`src/rtl/mmio_pkg.sv`:
```
// Shared constants and FSM state types for the MMIO peripheral bridge.
package mmio_pkg;

  localparam logic [7:0] UART_DATA_OFF = 8'h00;
  localparam logic [7:0] UART_STAT_OFF = 8'h08;
  localparam logic [7:0] KEY_DATA_OFF  = 8'h10;
  localparam logic [7:0] KEY_STAT_OFF  = 8'h18;

  localparam logic [3:0] IRQ_NONE = 4'd0;
  localparam logic [3:0] IRQ_KEY  = 4'd1;

  typedef enum logic {
    IRQ_IDLE,
    IRQ_IN_SERVICE
  } irq_state_e;

  typedef enum logic [1:0] {
    TX_IDLE,
    TX_START,
    TX_DATA,
    TX_STOP
  } tx_state_e;

endpackage

```
`src/rtl/mmio_periph_bridge_uart_tx.sv`:
```
// 8N1 UART transmit shifter: LSB first, idle-high line, CLKS_PER_BIT cycles per symbol.
module uart_tx
  import mmio_pkg::*;
#(
  parameter int CLKS_PER_BIT = 16
) (
  input  logic       clk,
  input  logic       reset,
  input  logic       load,
  input  logic [7:0] data,
  output logic       busy,
  output logic       txd
);

  localparam int CW = (CLKS_PER_BIT > 1) ? $clog2(CLKS_PER_BIT) : 1;
  localparam logic [CW-1:0] CNT_LAST = CW'(CLKS_PER_BIT - 1);

  tx_state_e     state, state_n;
  logic [CW-1:0] cnt, cnt_n;
  logic [2:0]    bit_idx, bit_idx_n;
  logic [7:0]    shift, shift_n;
  logic          txd_n;
  logic          bit_end;

  assign bit_end = (cnt == CNT_LAST);
  assign busy    = (state != TX_IDLE);

  always_ff @(posedge clk or negedge reset) begin
    if (!reset) begin
      state   <= TX_IDLE;
      cnt     <= '0;
      bit_idx <= '0;
      txd     <= 1'b1;
    end else begin
      state   <= state_n;
      cnt     <= cnt_n;
      bit_idx <= bit_idx_n;
      txd     <= txd_n;
    end
  end

  always_ff @(posedge clk) begin
    shift <= shift_n;
  end

  always_comb begin
    state_n   = state;
    cnt_n     = cnt;
    bit_idx_n = bit_idx;
    shift_n   = shift;
    case (state)
      TX_IDLE: begin
        if (load) begin
          state_n = TX_START;
          cnt_n   = '0;
          shift_n = data;
        end
      end
      TX_START: begin
        if (bit_end) begin
          state_n   = TX_DATA;
          cnt_n     = '0;
          bit_idx_n = '0;
        end else begin
          cnt_n = cnt + 1'b1;
        end
      end
      TX_DATA: begin
        if (bit_end) begin
          cnt_n   = '0;
          shift_n = {1'b0, shift[7:1]};
          if (bit_idx == 3'd7) state_n = TX_STOP;
          else                 bit_idx_n = bit_idx + 1'b1;
        end else begin
          cnt_n = cnt + 1'b1;
        end
      end
      TX_STOP: begin
        if (bit_end) begin
          state_n = TX_IDLE;
          cnt_n   = '0;
        end else begin
          cnt_n = cnt + 1'b1;
        end
      end
      default: state_n = TX_IDLE;
    endcase

    // Line level is registered from the next state so txd never glitches.
    txd_n = 1'b1;
    case (state_n)
      TX_START: txd_n = 1'b0;
      TX_DATA:  txd_n = shift_n[0];
      default:  txd_n = 1'b1;
    endcase
  end

endmodule

```
`src/rtl/mmio_periph_bridge.sv`:
```
// MMIO peripheral window: key receive FIFO with interrupt, and a UART transmit channel.
module mmio_periph_bridge
  import mmio_pkg::*;
#(
  parameter logic [63:0] BASE_ADDR      = 64'h0000_0000_8000_0000,
  parameter int          KEY_FIFO_DEPTH = 8,
  parameter int          CLK_HZ         = 50_000_000,
  parameter int          BAUD           = 115200
) (
  input  logic        clk,
  input  logic        reset,
  input  logic [63:0] bus_address,
  input  logic [63:0] bus_write_data,
  input  logic        bus_write_enable,
  input  logic        bus_read_enable,
  output logic [63:0] bus_read_data,
  output logic [3:0]  interrupt_vector,
  input  logic        interrupt_done,
  input  logic        key_valid,
  input  logic [7:0]  key_code,
  output logic        uart_txd
);

  localparam int CLKS_PER_BIT = ((CLK_HZ / BAUD) < 1) ? 1 : (CLK_HZ / BAUD);
  localparam int AW = $clog2(KEY_FIFO_DEPTH);
  localparam logic [AW:0] FULL_DIFF = {1'b1, {AW{1'b0}}};

  logic       in_window;
  logic [7:0] off;
  logic       sel_uart_data, sel_uart_stat, sel_key_data, sel_key_stat;
  logic       rd_en_q, wr_en_q, done_q;
  logic       rd_first, wr_first, done_rise;

  assign in_window     = (bus_address[63:8] == BASE_ADDR[63:8]);
  assign off           = bus_address[7:0];
  assign sel_uart_data = in_window && (off == UART_DATA_OFF);
  assign sel_uart_stat = in_window && (off == UART_STAT_OFF);
  assign sel_key_data  = in_window && (off == KEY_DATA_OFF);
  assign sel_key_stat  = in_window && (off == KEY_STAT_OFF);

  assign rd_first  = bus_read_enable && !rd_en_q;
  assign wr_first  = bus_write_enable && !wr_en_q;
  assign done_rise = interrupt_done && !done_q;

  always_ff @(posedge clk or negedge reset) begin
    if (!reset) begin
      rd_en_q <= 1'b0;
      wr_en_q <= 1'b0;
      done_q  <= 1'b0;
    end else begin
      rd_en_q <= bus_read_enable;
      wr_en_q <= bus_write_enable;
      done_q  <= interrupt_done;
    end
  end

  // Key FIFO: extra pointer bit separates full from empty.
  logic [7:0]  key_mem [KEY_FIFO_DEPTH];
  logic [AW:0] wr_ptr, rd_ptr;
  logic        nonempty, full, push, pop, overflow;

  assign nonempty = (wr_ptr != rd_ptr);
  assign full     = ((wr_ptr - rd_ptr) == FULL_DIFF);
  assign pop      = rd_first && sel_key_data && nonempty;
  assign push     = key_valid && (!full || pop);

  always_ff @(posedge clk or negedge reset) begin
    if (!reset) begin
      wr_ptr   <= '0;
      rd_ptr   <= '0;
      overflow <= 1'b0;
    end else begin
      if (push) wr_ptr <= wr_ptr + 1'b1;
      if (pop)  rd_ptr <= rd_ptr + 1'b1;
      if (key_valid && full && !pop)    overflow <= 1'b1;
      else if (rd_first && sel_key_stat) overflow <= 1'b0;
    end
  end

  always_ff @(posedge clk) begin
    if (push) key_mem[wr_ptr[AW-1:0]] <= key_code;
  end

  // UART holding register feeding the shifter.
  logic       hold_full, tx_busy, tx_load;
  logic [7:0] hold_data;

  assign tx_load = hold_full && !tx_busy;

  always_ff @(posedge clk or negedge reset) begin
    if (!reset) begin
      hold_full <= 1'b0;
    end else if (wr_first && sel_uart_data && !hold_full) begin
      hold_full <= 1'b1;
    end else if (tx_load) begin
      hold_full <= 1'b0;
    end
  end

  always_ff @(posedge clk) begin
    if (wr_first && sel_uart_data && !hold_full) hold_data <= bus_write_data[7:0];
  end

  uart_tx #(.CLKS_PER_BIT(CLKS_PER_BIT)) u_uart_tx (
    .clk   (clk),
    .reset (reset),
    .load  (tx_load),
    .data  (hold_data),
    .busy  (tx_busy),
    .txd   (uart_txd)
  );

  // Read path. Side-effecting registers keep returning the value seen on the
  // first cycle of an access while the enable stays high.
  logic [63:0] live_data, snap_data;
  logic        use_snap;

  always_comb begin
    live_data = '0;
    if (sel_uart_stat)                 live_data = {62'b0, hold_full, tx_busy};
    else if (sel_key_data && nonempty) live_data = {55'b0, 1'b1, key_mem[rd_ptr[AW-1:0]]};
    else if (sel_key_stat)             live_data = {62'b0, overflow, nonempty};
  end

  always_ff @(posedge clk) begin
    if (rd_first) snap_data <= live_data;
  end

  assign use_snap      = rd_en_q && (sel_key_data || sel_key_stat);
  assign bus_read_data = !bus_read_enable ? 64'b0 : (use_snap ? snap_data : live_data);

  irq_state_e irq_state, irq_state_n;

  always_ff @(posedge clk or negedge reset) begin
    if (!reset) begin
      irq_state        <= IRQ_IDLE;
      interrupt_vector <= IRQ_NONE;
    end else begin
      irq_state        <= irq_state_n;
      interrupt_vector <= ((irq_state == IRQ_IDLE) && nonempty) ? IRQ_KEY : IRQ_NONE;
    end
  end

  always_comb begin
    irq_state_n = irq_state;
    case (irq_state)
      IRQ_IDLE:       if (pop)       irq_state_n = IRQ_IN_SERVICE;
      IRQ_IN_SERVICE: if (done_rise) irq_state_n = IRQ_IDLE;
      default:                       irq_state_n = IRQ_IDLE;
    endcase
  end

  logic unused_wdata;
  assign unused_wdata = ^bus_write_data[63:8];

endmodule

```
`config.mk`:
```
export PLATFORM = sky130hd
export DESIGN_NAME = mmio_periph_bridge
export DESIGN_NICKNAME = d
export VERILOG_FILES = /design/src/rtl/mmio_pkg.sv /design/src/rtl/mmio_periph_bridge_uart_tx.sv /design/src/rtl/mmio_periph_bridge.sv
export SDC_FILE = /design/constraint.sdc
export NUM_CORES = 1
export LEC_CHECK = 0
export ABC_CLOCK_PERIOD_IN_PS = 7910
export BUFFER_PORTS_ARGS = -buffer_cell sky130_fd_sc_hd__buf_4
export CAP_MARGIN = 40
export CORE_AREA = 2 2 96 121
export DETAILED_ROUTE_END_ITERATION = 10
export DIE_AREA = 0 0 98 123
export GPL_TIMING_DRIVEN = 0
export PLACE_DENSITY = 0.9
export SYNTH_ARGS = -nofsm -noshare
export SYNTH_HDL_FRONTEND = slang
export SYNTH_SLANG_ARGS = --single-unit
```
`constraint.sdc`:
```
create_clock -name clk -period 7.91 [get_ports clk]
set_clock_uncertainty 0.2 [all_clocks]
set_input_delay 0.3955 -clock clk [delete_from_list [all_inputs] [get_ports clk]]
set_output_delay 0.3955 -clock clk [all_outputs]
set_load 0.03 [all_outputs]
```
* Yosys cells after proc, flatten, opt, wreduce, memory -nomap -nowiden
Memories as Yosys holds them, arrays and structs flattened.
Cells that the tools add are included.
** Word-level totals
- Bits in registers :: 110
- RAM bits :: 64
- Bits of input ports :: 142
- Output and inout bits :: 69
- Logic and storage cells :: 111
- Memories :: 1
** Cells by class
- $add $sub $neg :: 5
- Equality and inequality tests :: 17
- Muxes and demuxes :: 32
- Bitwise operators :: 1
- Reductions and logical operators :: 38
** Memory list
- key_mem :: depth 8, width 8, rd ports 1, clocked after Yosys merged registers in 0, wr ports 1, RTL line mmio_periph_bridge.sv:58 : logic [7:0] key_mem [KEY_FIFO_DEPTH];
** Operators with widths (count)
- $mux 64 :: 2
- $eq 56x24->1 const B :: 1
- $mux 9 :: 4
- $logic_and 1x1->1 :: 19
- $pmux 9 s2 :: 1
- $eq 8x5->1 const B :: 2
- $mux 8 :: 2
- $pmux 8 s2 :: 1
- $mux 2 :: 6
- $reduce_bool 2->1 :: 5
- $add 9x1->9 const B :: 1
- $eq 9x9->1 const B :: 1
- $mux 1 :: 9
- $mux 3 :: 3
- $add 4x1->4 const B :: 2
- $eq 8x4->1 const B :: 1
- $logic_not 8->1 :: 1
- $pmux 2 s4 :: 1
- $logic_not 1->1 :: 7
- $eq 2x2->1 const B :: 3
- $pmux 3 s2 :: 1
- $eq 2x1->1 const B :: 2
- $eq 4x4->1 const B :: 1
- $ne 2x1->1 const B :: 2
- 12 further kinds :: 15

* Logic depth before layout (Yosys ltp)
- Word-level depth :: 8
- Depth in mapped cells :: 11

* Cells and area by module
A second synthesis with hierarchy kept.
** Unflattened totals
- Cell total of the unflattened synthesis :: 427
- Area total of the unflattened synthesis :: 5790.6 sq um
** By module, submodules not included
- mmio_periph_bridge :: instances 1, cells each 314, area an instance 4548.1 sq um, sequential area each 2807.7 sq um
- uart_tx :: instances 1, cells each 113, area an instance 1242.4 sq um, sequential area each 606.8 sq um

* Worst setup path before layout
OpenSTA, ideal clock, no wires.
- Path kind :: reg-to-reg
- From :: register rd_ptr[2]
- To :: memory key_mem[0][0] (enable)
- Setup time :: 395 ps
- Arrival :: 3247 ps
- Data required time :: 7315 ps
- Path slack :: 4068 ps
- Stages on the path, launching flop included :: 11
- Path buffers :: 2
- Path through :: dfrtp_1 -> clkbuf_1 -> clkbuf_1 -> inv_1 -> ha_1 -> nand3_1 -> nor2_1 -> or3_4 -> nor3b_4 -> nor2_2 -> nor4_1
** Between the ends
- Word-level cells in the longest chain between the ends :: 7
** Ends and longest elaborated chain
- start, declared :: RTL line mmio_periph_bridge.sv:59 : logic [AW:0] wr_ptr, rd_ptr;
- start signal, assigned :: RTL line mmio_periph_bridge.sv:74 : if (pop) rd_ptr <= rd_ptr + 1'b1;
- $sub 4x4->4 :: RTL line mmio_periph_bridge.sv:63 : assign full = ((wr_ptr - rd_ptr) == FULL_DIFF);
- $eq 4x4->1 :: RTL line mmio_periph_bridge.sv:63
- $logic_not 1->1 :: RTL line mmio_periph_bridge.sv:65 : assign push = key_valid && (!full || pop);
- $logic_or 1x1->1 (*) :: RTL line mmio_periph_bridge.sv:65
- $logic_and 1x1->1 (*) :: RTL line mmio_periph_bridge.sv:65
- $mux 1 (*) :: RTL line mmio_periph_bridge.sv:81 : if (push) key_mem[wr_ptr[AW-1:0]] <= key_code;
- $mux 1 (not written as such) (*) :: RTL line mmio_periph_bridge.sv:81
- end, declared :: RTL line mmio_periph_bridge.sv:58
Mark *: on every way between the ends. The rest lies on a longest branch, timed or not.

* Worst setup path in the final report
- From :: register rd_ptr[2]
- To :: memory key_mem[2][4] (enable)
The elaborated chain is that of the path after synthesis.

==> impl_results.md <==
- Post-Layout Inst Area: approximately 7600 um2
- Post-Layout Cell Count: between 700 and 800
- Ys flop type: edfxtp_1
- Via count: about 4.2k
- Gr ovfl total: 0
- Reg-to-Reg Start: rd_ptr[2]$_DFFE_PN0P_
- Critical Path AT: about 4.6 ns
- Syn-to-layout area delta: 34.2%
- Crit end category: flip-flop
- Synthesized-area fraction occupied by adder cells: approximately 2.0%
- Synth top area share: a little under half
- H-tree levels: 4
- Initial Util: approximately 52%
- Die width: a little under 100 um
- Max Fanout on Critical Path: 10
- NumNets Final: slightly below 800
- Setup_tns: 0 ns
- Dpl hpwl: around 10000 um
- Mapped Area: about 5700 um2
- Yosys cell types: 55
- Worst IR Drop VDD: ~190 uV
- Vias in the first global route: 4174
- Detail Route Antenna Nets: 0
- Cell area after placement: about 6900 um2
- Mean Syn Cell Area: between 10 and 15 um2
- Status: complete, no violations
- GPL Wtd Cong: ~0.77
- Leading post-synthesis cells by cell area: edfxtp_1 46%, dfrtp_1 13%, buf_4 7.7%
- DRT iter0 DRCs: 298
- Wire per inst: 18.3 um
- DRC: 0
- Ys async rst share: 25.2%
- Drt pass-1 iters: 4
- Count leader, synth: edfxtp_1
- Synth area leader: edfxtp_1
- Slew margin rel.: between 40 and 50%
- Number of fillers in the final layout: between 600 and 700
- Die Ht: about 120 um
- Hold Crit Depth: 1
- I/O pins: 211
- Clock latency on the worst-skew pair: ~0.42 ns
- Final setup vio count: 0
- Die footprint: 12100 um2
- RSZ-0062 raised after global routing: no
- Top layer in use: met4
- Largest net degree at the start of global routing: 31
- Share of cells above drive strength 1: between 30% and 40%
- Number of antenna diodes: 0
- WL met1: 4640 um
- Dpl cells: about 730
- Clock root cell: clkbuf_16
- Pleak: about 0.0032 uW
- Yosys warnings: 0
- Tmin final: 4.72 ns
- # rows: 43
- Clk buf depth: 2
- Final Power: ~1800 uW
- PD cells: around 240 nW/um2
- Initial antenna violation count: 0
- Max-cap viol count: 0
- CTS Sinks: between 100 and 150
- WL final: 14200 um
- Number of synthesized flops with an enable pin: 88
- First-pass GRT wire length: around 21000 um
- Worst Setup Start Kind: flip-flop
- Hold WC Path Type: primary input to flip-flop
- Period utilization: between 50% and 60%
- Worst flop-to-flop path endpoint: key_mem[2][4]$_DFFE_PP_
- XOR/XNOR Fraction of Synth Area: under 10%
- Synth Area in Compound Gates: ~6%
- Max Freq: about 210 MHz
- Met2 wire length: around 8000 um
- IO buf count: between 90 and 100
- Clock slew at reported path FFs: roughly 0.07 ns
- Total GRT Usage: approximately a quarter
- Post-layout util: between 60% and 70%
- Setup crit end: key_mem[2][4]$_DFFE_PP_
- Worst EP required: 7.82 ns
- Largest family of logic cells by synthesized area: simple AND/OR/NAND/NOR gates
- Synth cell count leaders: 88 x edfxtp_1, 58 x buf_4, 29 x dfrtp_1
- CTS tree: built
- R2R depth: 11
- Final slew viol count: 0
- Setup CP Type: flip-flop to flip-flop
- Fin. Hold Viols: 0
- DR WL met3: around 1300 um
- Slew @ Worst Pin: 0.884 ns
- Post-synthesis simple-gate area fraction: 12.5%
- Worst setup startpoint: rd_ptr[2]$_DFFE_PN0P_
- CTS buffer count: 17
- Sequential area share after synthesis: 60.0%
- Via density: about 5.4
- Core ar.: between 10000 and 15000 um2
- Synth Instances: roughly 430
- Synth Register Bits: around 120
- Multiplexer area fraction after synthesis: around 8.7%
- R2r setup slk: roughly 3.2 ns
-- how the worst min path moves through the flow --
stage                                         end        start  slack, ns
floorplan                        done_q$_DFF_PN0_        reset      -0.10
global placement    interrupt_vector[0]$_DFF_PN0_        reset       0.14
detailed placement  interrupt_vector[0]$_DFF_PN0_        reset       0.14
CTS                       key_mem[5][3]$_DFFE_PP_  key_code[3]      0.003
global route              key_mem[5][3]$_DFFE_PP_  key_code[3]       0.01
finish                    key_mem[5][3]$_DFFE_PP_  key_code[3]       0.02
-- through the flow --
stage               hold slack (ns)  setup WS [ns]
detailed placement            0.142           3.33
CTS                         0.00305           3.22
global placement              0.135           2.90
global route                 0.0108           3.01
floorplan                    -0.100           4.07
finish                       0.0205           3.19
-- where the power goes --
group | switching (uW) | internal [uW] | leakage [uW] | total [uW]
clock | 331 | 427 | 0.000295 | 759
combinational | 165 | 120 | 0.00171 | 285
sequential | 38.0 | 740 | 0.00118 | 778
-- logic make-up (layout without fill, tap and decap cells) --
family,count (synthesis),after routing
XOR/XNOR,11,11
adder cells (fa/ha/maj),9,9
flip-flops,119,119
AO/OA/AOI/OAI,53,53
multiplexers,29,29
AND/OR/NAND/NOR,129,129
buffers and inverters,78,234
other,1,58
-- cell usage in the layout, fill, tap and decap left out, types with 16 or more instances in the layout --
cell	n
buf_4	156
edfxtp_1	88
conb_1	58
dfrtp_1	29
nor2_1	27
nand2_1	21
dlygate4sd3_1	18
o21ai_0	17
clkbuf_16	17
nor3_1	16
mux4_2	16
-- repair_timing --
item	CTS	global route
gates resized for setup	0	0
hold buffers	18	0
setup buffers	0	0
endpoints found under the hold margin	84	0
-- critical path: stages (launching register included) --
cell	delay, ns
dfrtp_1	0.33
clkbuf_1	0.48
clkbuf_1	0.59
inv_1	0.15
ha_1	0.36
nand3_1	0.11
nor2_1	0.08
or3_4	0.40
nor3b_4	0.41
nor2_2	0.17
nor3_1	0.75
buf_2	0.36
-- registers in the layout (all words and copies together) (netlist names) --
| name | cells |
|---|---|
| key_mem | 64 |
| snap_data | 9 |
| u_uart_tx.cnt | 9 |
| hold_data | 8 |
| u_uart_tx.shift | 8 |
| rd_ptr | 4 |
| wr_ptr | 4 |
| u_uart_tx.bit_idx | 3 |
| u_uart_tx.state | 2 |
| done_q | 1 |
| hold_full | 1 |
| interrupt_vector | 1 |
| irq_state | 1 |
| overflow | 1 |
| rd_en_q | 1 |
| u_uart_tx.txd | 1 |
| wr_en_q | 1 |
-- area by class of cell --
cell class | count | area (um2) | share of cell area [%]
Sequential cell | 119 | 3410 | 44.7
Multi-Input combinational cell | 289 | 1990 | 26.0
Timing Repair Buffer | 124 | 956 | 12.5
Buffer | 70 | 484 | 6.34
Clock buffer | 17 | 425 | 5.57
Clock inverter | 15 | 171 | 2.24
Tap cell | 135 | 169 | 2.21
Inverter | 8 | 30.0 | 0.393
-- routing by layer --
metal  global-route usage, %  up-vias
met2                    44.5      249
met4                    9.81        0
met1                    25.6     2010
li1                        -     1898
met5                       0        -
met3                    6.61       36
Power figures use the tool's default switching activity.
